<file path="config.mk">
export PLATFORM = sky130hd
export DESIGN_NAME = wptr_full_stat
export DESIGN_NICKNAME = d
export VERILOG_FILES = /design/src/rtl/wptr_full_stat.sv
export SDC_FILE = /design/constraint.sdc
export NUM_CORES = 1
export LEC_CHECK = 0
export CAP_MARGIN = 0
export CORE_ASPECT_RATIO = 0.8
export CORE_MARGIN = 5
export CORE_UTILIZATION = 42
export DETAILED_ROUTE_END_ITERATION = 10
export GPL_TIMING_DRIVEN = 0
export PLACE_DENSITY = 0.79
export SYNTH_ARGS = -nofsm -noshare
export SYNTH_HDL_FRONTEND = slang
export SYNTH_SLANG_ARGS = --single-unit
</file>
<file path="constraint.sdc">
create_clock -name wclk -period 2.2 [get_ports wclk]
set_input_delay 0.55 -clock wclk [delete_from_list [all_inputs] [get_ports wclk]]
set_output_delay 0.55 -clock wclk [all_outputs]
set_load 0.05 [all_outputs]
</file>
<file path="src/rtl/wptr_full_stat.sv">
// Write-domain pointer/status block for an async FIFO: binary and Gray write pointers, full,
// almost-full, fill level and sticky overflow. Optional drop counter under `WPTR_DROP_CNT_EN.
module wptr_full_stat #(
  parameter int ADDRSIZE    = 4,
  parameter int AFULL_LEVEL = 2
) (
  input  logic                wclk,
  input  logic                wrst_n,
  input  logic                winc,
  input  logic [ADDRSIZE:0]   wq2_rptr,
  input  logic                wovf_clr,
  output logic [ADDRSIZE-1:0] waddr,
  output logic [ADDRSIZE:0]   wptr,
  output logic                wfull,
  output logic                walmost_full,
  output logic [ADDRSIZE:0]   wcount,
`ifdef WPTR_DROP_CNT_EN
  output logic [7:0]          wdrop_cnt,
`endif
  output logic                wovf
);

  localparam int PW    = ADDRSIZE + 1;
  localparam int DEPTH = 1 << ADDRSIZE;
  localparam logic [ADDRSIZE:0] AFULL_THRESH = PW'(DEPTH - AFULL_LEVEL);

  // Handshake: winc is a write request; a write is taken only in a cycle where wfull is low.
  // A request seen while wfull is high is dropped and recorded as an overflow.
  logic                wen;
  logic                drop;
  logic [ADDRSIZE:0]   wbin_q,   wbin_d;
  logic [ADDRSIZE:0]   wptr_q,   wptr_d;
  logic                wfull_q,  wfull_d;
  logic                wafull_q, wafull_d;
  logic [ADDRSIZE:0]   wcount_q, wcount_d;
  logic                wovf_q,   wovf_d;
  logic [ADDRSIZE:0]   rbin;

  assign wen  = winc & ~wfull_q;
  assign drop = winc & wfull_q;

  // Gray-to-binary: each binary bit is the XOR of all Gray bits at or above it.
  always_comb begin
    rbin = '0;
    for (int i = 0; i <= ADDRSIZE; i++) begin
      rbin[i] = ^(wq2_rptr >> i);
    end
  end

  always_comb begin
    wbin_d   = wbin_q + PW'(wen);
    wptr_d   = (wbin_d >> 1) ^ wbin_d;
    wfull_d  = (wptr_d == {~wq2_rptr[ADDRSIZE:ADDRSIZE-1], wq2_rptr[ADDRSIZE-2:0]});
    wcount_d = wbin_d - rbin;
    wafull_d = (wcount_d >= AFULL_THRESH);
    wovf_d   = drop | (wovf_q & ~wovf_clr);
  end

  always_ff @(posedge wclk or negedge wrst_n) begin
    if (!wrst_n) begin
      wbin_q   <= '0;
      wptr_q   <= '0;
      wfull_q  <= 1'b0;
      wafull_q <= 1'b0;
      wcount_q <= '0;
      wovf_q   <= 1'b0;
    end else begin
      wbin_q   <= wbin_d;
      wptr_q   <= wptr_d;
      wfull_q  <= wfull_d;
      wafull_q <= wafull_d;
      wcount_q <= wcount_d;
      wovf_q   <= wovf_d;
    end
  end

`ifdef WPTR_DROP_CNT_EN
  logic [7:0] drop_q, drop_d;

  // A drop in the same cycle as a clear restarts the count at one.
  always_comb begin
    drop_d = drop_q;
    if (drop) begin
      if (wovf_clr)              drop_d = 8'd1;
      else if (drop_q != 8'hFF)  drop_d = drop_q + 8'd1;
    end else if (wovf_clr) begin
      drop_d = 8'd0;
    end
  end

  always_ff @(posedge wclk or negedge wrst_n) begin
    if (!wrst_n) drop_q <= 8'd0;
    else         drop_q <= drop_d;
  end

  assign wdrop_cnt = drop_q;
`endif

  assign waddr        = wbin_q[ADDRSIZE-1:0];
  assign wptr         = wptr_q;
  assign wfull        = wfull_q;
  assign walmost_full = wafull_q;
  assign wcount       = wcount_q;
  assign wovf         = wovf_q;

endmodule
</file>
## After elaboration in Yosys (flattened, before gate mapping)

Index checks and enable logic that the tools add are counted.

| operators by class | value |
|---|---|
| divide/modulo/power cells | 0 |
| magnitude comparators | 1 |
| bitwise logic cells | 8 |
| shift-type cells | 0 |
| multiply operators | 0 |
| equality and inequality tests | 1 |
| multiplexer cells | 0 |
| add/sub/neg operators | 2 |
| reductions and logical operators | 5 |

Operators with widths:

| cell | number |
|---|---|
| 5-bit XOR reduction | 5 |
| 5-bit by 1-bit adder with 5-bit output | 1 |
| 5-bit == test | 1 |
| 5-bit by 4-bit greater-or-equal comparator with 1-bit output (second input constant) | 1 |
| 5-bit subtractor | 1 |
| 4-bit by 5-bit XOR with 5-bit output | 1 |
| 1-bit AND | 3 |
| 1-bit NOT | 2 |
| 2-bit NOT | 1 |
| 1-bit bitwise OR | 1 |

| storage, ports and cells | value |
|---|---|
| latch bits | 0 |
| memories kept | 0 |
| input port bits | 9 |
| logic and storage cells | 23 |
| RAM bits | 0 |
| ROM bits | 0 |
| output and inout port bits | 17 |
| flip-flop bits (word level) | 18 |

## Logic depth before layout (Yosys ltp)

| depth | value |
|---|---|
| word-level depth | 5 |
| gate-level depth with buffers | 10 |
| mapped depth without buffers | 10 |

## Least setup slack after synthesis

No wires, ideal clock.

| timing path | value |
|---|---|
| path type | input -> register |
| start point | in wq2_rptr[4] |
| end point | reg wafull_q (netlist: walmost_full) |
| setup slack | -546 ps |
| arrival time | 2619 ps |
| required time | 2074 ps |
| library setup time | 126 ps |
| buffers on the path | 0 |
| stages on the path | 10 |
| cell sequence | xnor2_2 > xor2_2 > xor2_2 > xnor2_1 > ha_1 > fa_1 > nor2b_1 > nor3_1 > o211a_1 > a311o_1 |

| on the way | value |
|---|---|
| cells in the longest elaborated chain, start to end | 3 |
| elaborated cells on any way between the ends | 7 |
| those cells by class | add/sub (1); order compare (1); reduce/logical (5) |

Ends and longest elaborated chain:

| what | line | text |
|---|---|---|
| start, declared | 10 | `input logic [ADDRSIZE:0] wq2_rptr,` |
| 5-bit XOR reduction | 46 | `rbin[i] = ^(wq2_rptr >> i);` |
| 5-bit subtractor * | 54 | `wcount_d = wbin_d - rbin;` |
| 5-bit by 4-bit greater-or-equal comparator with 1-bit output * | 55 | `wafull_d = (wcount_d >= AFULL_THRESH);` |
| named net wafull_d | 34 | `logic wafull_q, wafull_d;` |
| end signal, assigned | 71 | `wafull_q <= wafull_d;` |
| end, declared | 34 |  |

The timed path passes the listed nets; every way through them passes the cells marked *.

## Worst setup path in the final report

Same ends and word-level chain as after synthesis.

==> summary.md <==
| Metric | Value |
|---|---|
| Status | finished, violations left |
| Failing checks | negative setup slack |
| Rel. slew slack | 50.09% |
| N_diodes | 0 |
| Worst-skew pair later-pin latency | 290 ps |
| Post-DP HPWL | 1477 um |
| Setup CP Type | in -> reg |
| Worst Tran Pin Value | 746.3 ps |
| First-pass detailed-route iteration total | 4 |
| Input/output buffers | 25 |
| Top post-synthesis cells by area | dfrtp_1, xnor2_1, ha_1, xor2_1, xor2_2 |
| HP Class | in -> reg |
| Final GP Congestion | 0.8494 |
| Clock slew at reported path FFs | 100 ps |
| CTS Buf Count | 3 |
| Final Setup Violations | 2 |
| Post-Synth Simple-Gate Area | 8.422% |
| Synth Area in Compound Gates | 7.620% |
| RSZ-0062 raised after global routing | yes |
| Die H | 52.22 um |
| Post-Syn Nets | 91 |
| Sequential area share after synthesis | 45.45% |
| Final hold vios | 0 |
| Global-route wire length before repair | 3422 um |
| Synth Warn # | 0 |
| Dominant cell type by area after synthesis | dfrtp_1 |
| Initial antenna violation count | 0 |
| Startpoint Class | input port |
| Most common cell after layout, fill and taps aside | clkdlybuf4s50_1 |
| Min Tclk post-route | 2531 ps |
| CTS H-tree lvls | 1 |
| DRT iter0 DRCs | 9 |
| DR vias | 709 |
| Largest stage delay, worst path | 410 ps |
| Pin count of the biggest net entering global routing | 18 |
| Fmax | 395.1 MHz |
| Die W | 62.78 um |
| Synth Area in Adders | 8.824% |
| Largest family of logic cells by synthesized area | XOR/XNOR gates |
| Share of cells above drive strength 1 | 38.98% |
| Final worst setup slack | -331.2 ps |
| Synthesized flop and latch total | 17 |
| Buffers plus inverters on the worst setup path | 1 |
| Area grow syn2layout | 58.96% |
| Nets | 134 |
| Max-cap violations | 0 |
| Worst Path Arrival | 2710 ps |
| Num Clock Sinks | 17 |
| Post-synthesis xor/xnor area fraction | 25.27% |
| Post-synthesis mux area share | 0% |
| Worst-case clock buffer depth | 2 |
| Slowest-stage cell, CP | fa_2 |
| Worst Hold Slack | 473.9 ps |
| Most frequent CP cell | xor2_2 |
| Avg Inst Size Synth | 12.31 um2 |
| CP top delay family | XOR/XNOR gates |
| CP required | 2380 ps |
| Pre-CTS setup slack | -1203 ps |
| Mapped Cells | 76 |
| Crit-path cells | buf_8, xnor2_4, xor2_2, xor2_2, xnor2_2, ha_4, fa_2, nor2b_4, nor3_4, o211a_1, a311o_1 |
| DR WL/cell | 15.59 um |
| WL final | 2229 um |
| Die area | 3278 um2 |
| CTS Root Cell | clkbuf_4 |
| Commonest cells after routing, fill and taps aside | clkdlybuf4s50_1, dfrtp_1, buf_4 |
| Starting Density | 43.74% |
| Vias per cell | 4.958 |
| CTS tree | done |
| # IOs | 26 |
| Final Cycle Share | 115.1% |
| Setup Skew | 3.295 ps |
| Post-Syn Area | 935.9 um2 |
| Antenna Nets Post-Route | 0 |
| Crit end category | register |
| Critical Path Fanout Max | 2 |
| Max Slew Vio Count | 0 |
| DRC | 0 |
| Grt ovf | 0 |
| Site Rows | 15 |
| Vias in the first global route | 716 |
| CORE AREA | 2140 um2 |
| Top cell type's share of synthesized area | 45.45% |
| Yosys cell types | 26 |
| Gr usage total | 14.04% |
==> worst reg2reg max path: stages, from the launching register on <==
cell,delay [ps]
dfrtp_2,430
nor2b_1,120
ha_2,220
ha_4,170
xor2_4,200
ha_4,250
a21oi_1,170
o21ai_1,130
xnor2_1,190
a311o_1,340
==> layer usage <==
layer | up-vias | share of wire (%) | GRT usage (%)
li1 | 334 | - | -
met1 | 347 | 39 | 15.89
met2 | 22 | 53 | 24.14
met3 | 6 | 5.1 | 3.219
met4 | 0 | 2.3 | 9.187
met5 | - | 0 | 0
==> stage by stage <==
stage	std cells	area, um2	setup TNS (ps)	utilization [%]
floorplan	76	962.2	-721.7	-
global placement	126	1244	-4968	58.13
detailed placement	126	1244	-5256	58.13
CTS	141	1453	-537.9	67.89
global route	143	1488	-787.3	69.53
finish	143	1488	-582.6	69.53
==> synthesized netlist by cell type <==
cell type / number
inv_1: 8
nand2_1: 3
or3_1: 2
dfrtp_1: 17
or2_1: 2
a21oi_1: 1
a221oi_2: 1
fa_1: 1
ha_1: 5
nor2b_1: 2
xnor2_2: 1
nand3_1: 3
nand3_2: 1
o21ai_0: 1
a311oi_1: 1
buf_6: 1
o21ai_1: 2
xnor3_1: 1
a21boi_1: 1
xnor2_1: 9
xor2_2: 2
xor2_1: 7
nor3_1: 1
xor3_2: 1
a311o_1: 1
o211a_1: 1
==> worst paths after layout <==
check,startpoint,end,slack [ps],depth (start not counted)
setup / recovery,wq2_rptr[4],walmost_full,-330,11
hold / removal,winc,wovf,470,3
setup reg to reg,wfull,walmost_full,-130,9
hold reg to reg,wfull,wovf,530,2
max in group asynchronous,wrst_n,wbin_q[0],1000,1
min in group asynchronous,wrst_n,wptr[2],690,1
==> cells by family after synthesis <==
group / count (synthesis)
xor gates and xnor gates: 21
DFF: 17
and+or+nand+nor: 14
AOI/OAI and AO/OA: 9
buffers and inverters: 9
adders and majority gates: 6
==> state kept, by name, summed over array words and instances (netlist names) <==
register and flops:
wfull 1, wovf 1, walmost_full 1, wcount 5, wptr 4, wbin_q 5
==> area by class of cell <==
| class | instances | area, um2 |
|---|---|---|
| Inverter | 8 | 30.03 |
| Buffer | 1 | 11.26 |
| Clock inverter | 1 | 5.005 |
| Tap cell | 25 | 31.28 |
| Sequential cell | 17 | 427.9 |
| Multi-Input combinational cell | 50 | 603.1 |
| Timing Repair Buffer | 38 | 356.6 |
| Fill cell | 157 | 651.9 |
| Clock buffer | 3 | 22.52 |
==> timing repair <==
item	in CTS	in global routing
endpoints found under the hold margin	0	0
hold buffers	0	0
setup buffers	11	2
resized for setup	35	8
setup endpoints to repair	6	5
pin swaps	13	7
Power is left out: the tool's default activity adds up to more than one toggle a clock period on the data nets, which glitch-free logic cannot reach.
